==> config.mk <==
export PLATFORM = sky130hd
export DESIGN_NAME = regex_cpu_multi_op_pipelined
export DESIGN_NICKNAME = d
export VERILOG_FILES = /design/src/rtl/regex_cpu_multi_op_pipelined.sv
export SDC_FILE = /design/constraint.sdc
export NUM_CORES = 1
export LEC_CHECK = 0
export CORE_ASPECT_RATIO = 1.75
export CORE_UTILIZATION = 51
export DETAILED_ROUTE_END_ITERATION = 10
export PLACE_DENSITY = 0.78
export SLEW_MARGIN = 20
export SYNTH_ARGS = -nofsm -noshare
export SYNTH_HDL_FRONTEND = slang
export SYNTH_SLANG_ARGS = --single-unit
==> constraint.sdc <==
create_clock -name clk -period 4.35 [get_ports clk]
set_input_delay 0.87 -clock clk [delete_from_list [all_inputs] [get_ports clk]]
set_output_delay 0.87 -clock clk [all_outputs]
set_load 0.01 [all_outputs]
==> src/rtl/regex_cpu_multi_op_pipelined.sv <==
// Character-consuming regex execution unit: fetches one instruction per thread,
// executes it against the thread's character context and queues survivors in a FWFT FIFO.
package instruction_package;
  localparam logic [2:0] ACCEPT                = 3'd0;
  localparam logic [2:0] SPLIT                 = 3'd1;
  localparam logic [2:0] MATCH                 = 3'd2;
  localparam logic [2:0] JMP                   = 3'd3;
  localparam logic [2:0] END_WITHOUT_ACCEPTING = 3'd4;
  localparam logic [2:0] MATCH_ANY             = 3'd5;
  localparam logic [2:0] ACCEPT_PARTIAL        = 3'd6;
  localparam logic [2:0] NOT_MATCH             = 3'd7;
endpackage

module regex_cpu_multi_op_pipelined #(
  parameter int unsigned PC_WIDTH              = 9,
  parameter int unsigned CHARACTER_WIDTH       = 8,
  parameter int unsigned MEMORY_WIDTH          = 16,
  parameter int unsigned MEMORY_ADDR_WIDTH     = 11,
  parameter int unsigned FIFO_WIDTH_POWER_OF_2 = 2,
  parameter int unsigned CC_ID_BITS            = 2
) (
  input  logic                                        clk,
  input  logic                                        rst,
  input  logic [(2**CC_ID_BITS)*CHARACTER_WIDTH-1:0]  current_characters,
  input  logic [(2**CC_ID_BITS)-1:0]                  end_of_string,
  input  logic                                        input_pc_valid,
  input  logic [CC_ID_BITS-1:0]                       input_cc_id,
  input  logic [PC_WIDTH-1:0]                         input_pc,
  output logic                                        input_pc_ready,
  output logic                                        memory_valid,
  output logic [MEMORY_ADDR_WIDTH-1:0]                memory_addr,
  input  logic                                        memory_ready,
  input  logic [MEMORY_WIDTH-1:0]                     memory_data,
  output logic                                        output_pc_valid,
  output logic [PC_WIDTH-1:0]                         output_pc,
  output logic [CC_ID_BITS-1:0]                       output_cc_id,
  input  logic                                        output_pc_ready,
  output logic                                        accepts,
  output logic                                        running,
  output logic [(2**CC_ID_BITS)-1:0]                  elaborating_chars
);
  localparam int unsigned N_CC  = 1 << CC_ID_BITS;
  localparam int unsigned DEPTH = 1 << FIFO_WIDTH_POWER_OF_2;
  localparam int unsigned PTR_W = FIFO_WIDTH_POWER_OF_2;
  localparam int unsigned CNT_W = FIFO_WIDTH_POWER_OF_2 + 1;
  // Admission needs two free slots so a SPLIT can always push both threads.
  localparam logic [CNT_W-1:0] ADMIT_MAX = CNT_W'(DEPTH - 2);

  localparam logic [1:0] S_IDLE  = 2'd0;
  localparam logic [1:0] S_FETCH = 2'd1;
  localparam logic [1:0] S_WAIT  = 2'd2;
  localparam logic [1:0] S_EXEC  = 2'd3;

  logic [1:0]              state_q, state_d;
  logic [PC_WIDTH-1:0]     pc_q, pc_d;
  logic [CC_ID_BITS-1:0]   cc_q, cc_d;
  logic [MEMORY_WIDTH-1:0] instr_q, instr_d;
  logic                    accepts_q, accepts_d;

  logic [PC_WIDTH-1:0]     fifo_pc_q [DEPTH];
  logic [CC_ID_BITS-1:0]   fifo_cc_q [DEPTH];
  logic [PTR_W-1:0]        wr_ptr_q, wr_ptr_d;
  logic [PTR_W-1:0]        rd_ptr_q, rd_ptr_d;
  logic [CNT_W-1:0]        count_q, count_d;

  logic [CHARACTER_WIDTH-1:0] chars [N_CC];
  logic [CHARACTER_WIDTH-1:0] cur_char;
  logic [CHARACTER_WIDTH-1:0] ch;
  logic                       cur_eos;
  logic [2:0]                 opcode;
  logic [PC_WIDTH-1:0]        nxt, tgt;
  logic [CC_ID_BITS-1:0]      cc_inc;
  logic                       push0, push1, pop, exec_accept;
  logic [PC_WIDTH-1:0]        push0_pc, push1_pc;
  logic [CC_ID_BITS-1:0]      push0_cc, push1_cc;
  logic                       fifo_empty;
  logic                       unused_instr;

  always_comb begin
    for (int unsigned k = 0; k < N_CC; k++) begin
      chars[k] = current_characters[k*CHARACTER_WIDTH +: CHARACTER_WIDTH];
    end
  end

  assign cur_char     = chars[cc_q];
  assign cur_eos      = end_of_string[cc_q];
  assign opcode       = instr_q[MEMORY_WIDTH-1 -: 3];
  assign ch           = instr_q[CHARACTER_WIDTH-1:0];
  assign tgt          = instr_q[PC_WIDTH-1:0];
  assign nxt          = pc_q + PC_WIDTH'(1);
  assign cc_inc       = cc_q + CC_ID_BITS'(1);
  assign unused_instr = ^instr_q;

  assign fifo_empty      = (count_q == '0);
  assign input_pc_ready  = (state_q == S_IDLE) && (count_q <= ADMIT_MAX);
  assign memory_valid    = (state_q == S_FETCH);
  assign memory_addr     = MEMORY_ADDR_WIDTH'(pc_q);
  assign output_pc_valid = !fifo_empty;
  assign output_pc       = fifo_pc_q[rd_ptr_q];
  assign output_cc_id    = fifo_cc_q[rd_ptr_q];
  assign pop             = !fifo_empty && output_pc_ready;
  assign accepts         = accepts_q;
  assign running         = (state_q != S_IDLE) || !fifo_empty;

  always_comb begin
    state_d = state_q;
    pc_d    = pc_q;
    cc_d    = cc_q;
    instr_d = instr_q;
    case (state_q)
      S_IDLE: begin
        if (input_pc_valid && input_pc_ready) begin
          pc_d    = input_pc;
          cc_d    = input_cc_id;
          state_d = S_FETCH;
        end
      end
      S_FETCH: if (memory_ready) state_d = S_WAIT;
      S_WAIT: begin
        instr_d = memory_data;
        state_d = S_EXEC;
      end
      default: state_d = S_IDLE;
    endcase
  end

  always_comb begin
    push0       = 1'b0;
    push1       = 1'b0;
    push0_pc    = nxt;
    push0_cc    = cc_inc;
    push1_pc    = tgt;
    push1_cc    = cc_q;
    exec_accept = 1'b0;
    if (state_q == S_EXEC) begin
      case (opcode)
        instruction_package::MATCH:          push0 = !cur_eos && (cur_char == ch);
        instruction_package::NOT_MATCH:      push0 = !cur_eos && (cur_char != ch);
        instruction_package::MATCH_ANY:      push0 = !cur_eos;
        instruction_package::JMP: begin
          push0    = 1'b1;
          push0_pc = tgt;
          push0_cc = cc_q;
        end
        instruction_package::SPLIT: begin
          push0    = 1'b1;
          push0_cc = cc_q;
          push1    = 1'b1;
        end
        instruction_package::ACCEPT:         exec_accept = cur_eos;
        instruction_package::ACCEPT_PARTIAL: exec_accept = 1'b1;
        default: ;
      endcase
    end
  end

  assign accepts_d = exec_accept;
  assign wr_ptr_d  = wr_ptr_q + PTR_W'(push0) + PTR_W'(push1);
  assign rd_ptr_d  = rd_ptr_q + PTR_W'(pop);
  assign count_d   = count_q + CNT_W'(push0) + CNT_W'(push1) - CNT_W'(pop);

  always_comb begin
    logic [PTR_W-1:0] off;
    elaborating_chars = '0;
    if (state_q != S_IDLE) elaborating_chars[cc_q] = 1'b1;
    for (int unsigned i = 0; i < DEPTH; i++) begin
      off = PTR_W'(i) - rd_ptr_q;
      if (CNT_W'(off) < count_q) elaborating_chars[fifo_cc_q[i]] = 1'b1;
    end
  end

  always_ff @(posedge clk) begin
    if (rst) begin
      state_q   <= S_IDLE;
      pc_q      <= '0;
      cc_q      <= '0;
      instr_q   <= '0;
      accepts_q <= 1'b0;
      wr_ptr_q  <= '0;
      rd_ptr_q  <= '0;
      count_q   <= '0;
    end else begin
      state_q   <= state_d;
      pc_q      <= pc_d;
      cc_q      <= cc_d;
      instr_q   <= instr_d;
      accepts_q <= accepts_d;
      wr_ptr_q  <= wr_ptr_d;
      rd_ptr_q  <= rd_ptr_d;
      count_q   <= count_d;
    end
  end

  // SPLIT writes the fall-through pc first so it reaches the head first.
  always_ff @(posedge clk) begin
    if (push0) begin
      fifo_pc_q[wr_ptr_q] <= push0_pc;
      fifo_cc_q[wr_ptr_q] <= push0_cc;
    end
    if (push1) begin
      fifo_pc_q[wr_ptr_q + PTR_W'(1)] <= push1_pc;
      fifo_cc_q[wr_ptr_q + PTR_W'(1)] <= push1_cc;
    end
  end
endmodule
==> results of run 1 <==
[logic make-up after synthesis]
kind of cell	count (synthesis)	share of synthesized area, %
other	1	0.0848
AND/OR/NAND/NOR	105	11.3
adder cells (fa/ha/maj)	19	5.89
AO/OA/AOI/OAI	45	6.26
multiplexers	73	23.7
buffers and inverters	35	3.31
flip-flops	77	44.8
XOR/XNOR	23	4.56
[power groups by stage]
| stage | registers, W | logic (W) | clock network (W) |
|---|---|---|---|
| after detailed placement | 0.000999 | 0.00119 | 0 |
| after floorplan | 0.000961 | 0.000783 | 0 |
| after global routing | 0.000998 | 0.00132 | 0.000889 |
| final | 0.000985 | 0.00119 | 0.000858 |
| after global placement | 0.000992 | 0.00116 | 0 |
| after CTS | 0.000984 | 0.00120 | 0.000863 |
[worst min-delay path by stage]
stage,from,endpoint,slack (ps),cells after the start
2_1_floorplan,state_q[1]$_SDFFE_PP0P_,state_q[1]$_SDFFE_PP0P_,510,2
3_3_place_gp,state_q[1]$_SDFFE_PP0P_,state_q[1]$_SDFFE_PP0P_,540,2
3_5_place_dp,state_q[1]$_SDFFE_PP0P_,state_q[1]$_SDFFE_PP0P_,550,2
4_1_cts,state_q[1]$_SDFFE_PP0P_,state_q[1]$_SDFFE_PP0P_,560,2
5_1_grt,state_q[1]$_SDFFE_PP0P_,state_q[1]$_SDFFE_PP0P_,580,2
6_report,state_q[1]$_SDFFE_PP0P_,state_q[1]$_SDFFE_PP0P_,550,2
[synthesized netlist by cell type (2+ instances only)]
library cell,instances
edfxtp_1,44
nor2_1,44
dfxtp_1,33
mux2_2,28
mux2i_1,25
nand2_1,19
o21ai_0,17
ha_1,16
inv_1,15
xnor2_1,15
clkbuf_1,13
a21oi_1,12
mux4_2,11
mux4_1,9
xor2_1,8
nor3_1,6
nand3_1,5
nand4_1,5
nor2b_1,5
nor3b_1,5
nand2b_1,4
buf_1,3
fa_1,3
o211ai_1,3
or2_2,3
a32oi_1,2
and2_1,2
buf_4,2
o41ai_1,2
or3_1,2
[per-stage QoR]
stage | std cells | setup WS, ps
detailed placement | 577 | 74.8
finish | 593 | 441
global route | 593 | 281
global placement | 577 | 110
floorplan | 379 | 628
CTS | 593 | 411
[worst max-delay path: stages]
cell	delay [ps]
clkdlybuf4s50_1	390
mux4_1	570
xnor2_1	160
nand4_1	200
o31a_1	360
or2_2	310
ha_1	270
inv_1	50
fa_1	380
fa_1	390
xor2_1	150
nor2_1	50
[registers in the layout (all words and copies together) (netlist names)]
signal,cells
pc_q,9
wr_ptr_q,2
accepts,1
fifo_cc_q,8
cc_q,2
fifo_pc_q,36
instr_q,12
rd_ptr_q,2
state_q,2
count_q,3
[final cells by class]
cell class,instances,area share (%)
multi-input cells,267,39.6
repair buffers,102,17.1
clock inverters,3,1.09
clock buffers,13,4.84
flip-flops and latches,77,33.9
inverters,16,1.03
well taps,115,2.46
[metal layers]
metal	track usage [%]	up-vias
met2	44.1	111
met4	10.0	0
li1	-	1582
met1	26.1	1592
met3	4.35	20
met5	0	-
==> results.md, run 1 <==
* P_int at 0.00210 W
* Final min period at 3910 ps
* H-tree levels at 3
* Reg2reg start: cc_q[0]$_SDFFE_PP0P_
* Top sig layer: met4
* RSZ-0062 raised after global routing: false
* Post-synth EDFFs at 44
* Util after Layout at 69.8%
* Ys flop type: edfxtp_1
* Netlist cell types at between 40 and 50
* Final setup viols at 0
* M1 WL at about 3700 µm
* Commonest cells after routing, fill and taps aside: clkdlybuf4s50_1, nor2_1, edfxtp_1
* Post-synth top area cell: edfxtp_1
* Vias per Instance at around 5.6
* Async SR Flop Fraction at 0%
* Initial Util at between 50 and 60%
* Post-DP HPWL at between 7000 and 8000 µm
* PostCTS Resize Cnt at 0
* Clk_skew at between 3 and 4 ps
* Final setup TNS at 0 ps
* All-Layer GR Usage at between 20% and 30%
* Final Cycle Share at between 80% and 90%
* CP endpoint: count_q[2]$_SDFF_PP0_
* Total grt overflow at 0
* Clock transition at the registers of the reported paths at ~60 ps
* Slew HR at between 40% and 50%
* Hold crit path type: reg2reg
* DR iter-0 viols at about 230
* Drt pass-1 iters at 5
* Area of the mapped netlist at around 4400 µm²
* Yosys Warn Count at 0
* FF+latch count, synth at 77
* Startpoint types: input port
* Nets@finish at 560
* Routability cong. at between 0.8 and 0.9
* Largest fanout on the critical path at 3
* Status: finished clean
* Cts bufs inserted at 9
* Power consumption at 0.00304 W
* Clock power frac at 28.3%
* Wire per inst at 16.9 µm
* Fmax at approximately 0.26 GHz
* Worst setup startpoint: current_characters[9]
* Footprint of the multi-input gates at roughly 2300 µm²
* Setup Buffers After CTS at 0
* Core area at approximately 8400 µm²
* Clk root buf: clkbuf_16
* Max VDD drop at a little under 0.0003 V
* Post-DRT Antenna Nets at 0
* Vias at 3,305
* Antenna diode count at 0
* Die Ht at about 130 µm
* Placed inst area at between 5000 and 6000 µm²
* Met3 wire len at 473 µm
* Seq/Total Area, Yosys at 44.8%
* Leak pwr at about 2.2 nW
* Chip width at about 72 µm
* Top cells by area, synth: edfxtp_1, dfxtp_1, mux2_2
* First-pass GRT wire length at between 15,000 and 20,000 µm
* Sw Ratio at a little under a third
* Crit Path Class: in2reg
* WP data arrival at 4130 ps
* Num rows at 44
* R2r worst-path depth at 11
* FF-to-FF End: count_q[2]$_SDFF_PP0_
* Pwr dens at approximately 520 nW/µm²
* Post-route cell area at between 5000 and 6000 µm²
* Most common cell after layout, fill and taps aside: clkdlybuf4s50_1
* Pin count of the biggest net entering global routing at 34
* Routed met2 length at about 5600 µm
* Vias in the first global route at roughly 3,400
* Clock sinks at between 70 and 80
* Die area at 9060 µm²
* Clock Path Buffers at 2
* Area Overhead vs Synth at 32.1%
* Final hold violation count at 0
* Final Slew Violations at 0
* Crit end category: flip-flop
* WHS at 555 ps
* Ports at 99
* Share of cells above drive strength 1 at about 14%
* Max-Cap Viols at 0
* Initial antenna violation count at 0
* Hold buffer count at cts at 0
* Critical Path RT at about 4600 ps
* Clk_lat worst skew at roughly 340 ps
* Cells after synthesis at approximately 380
* Worst-Margin Slew at just under 800 ps
* Sequential share of power at about a third
* Routed wire length at 10,000 µm
* Mapped Avg Cell Area at between 10 and 15 µm²
* IO Port Bufs at 92
* Top cell type's share of synthesized area at 29.9%
* Fillers at 630
* DRC at 0
* Register area at between 1500 and 2000 µm²
* R2r setup slk at just over 600 ps
* NetSw at 0.000939 W
* TritonCTS clock tree: done
* Comb pwr share at ~39%
Note: power is estimated with default switching activity, not from simulation.
==> run 2: changes to the inputs <==
SLEW_MARGIN = unset   (was 20)
==> results of run 2 <==
No change in the layout: final DEF, timing and power equal those of run 1.
==> run 3: changes to the inputs <==
CTS_CLUSTER_SIZE = 40   (was unset)
==> results of run 3 <==
No change in the layout: final DEF, timing and power equal those of run 1.
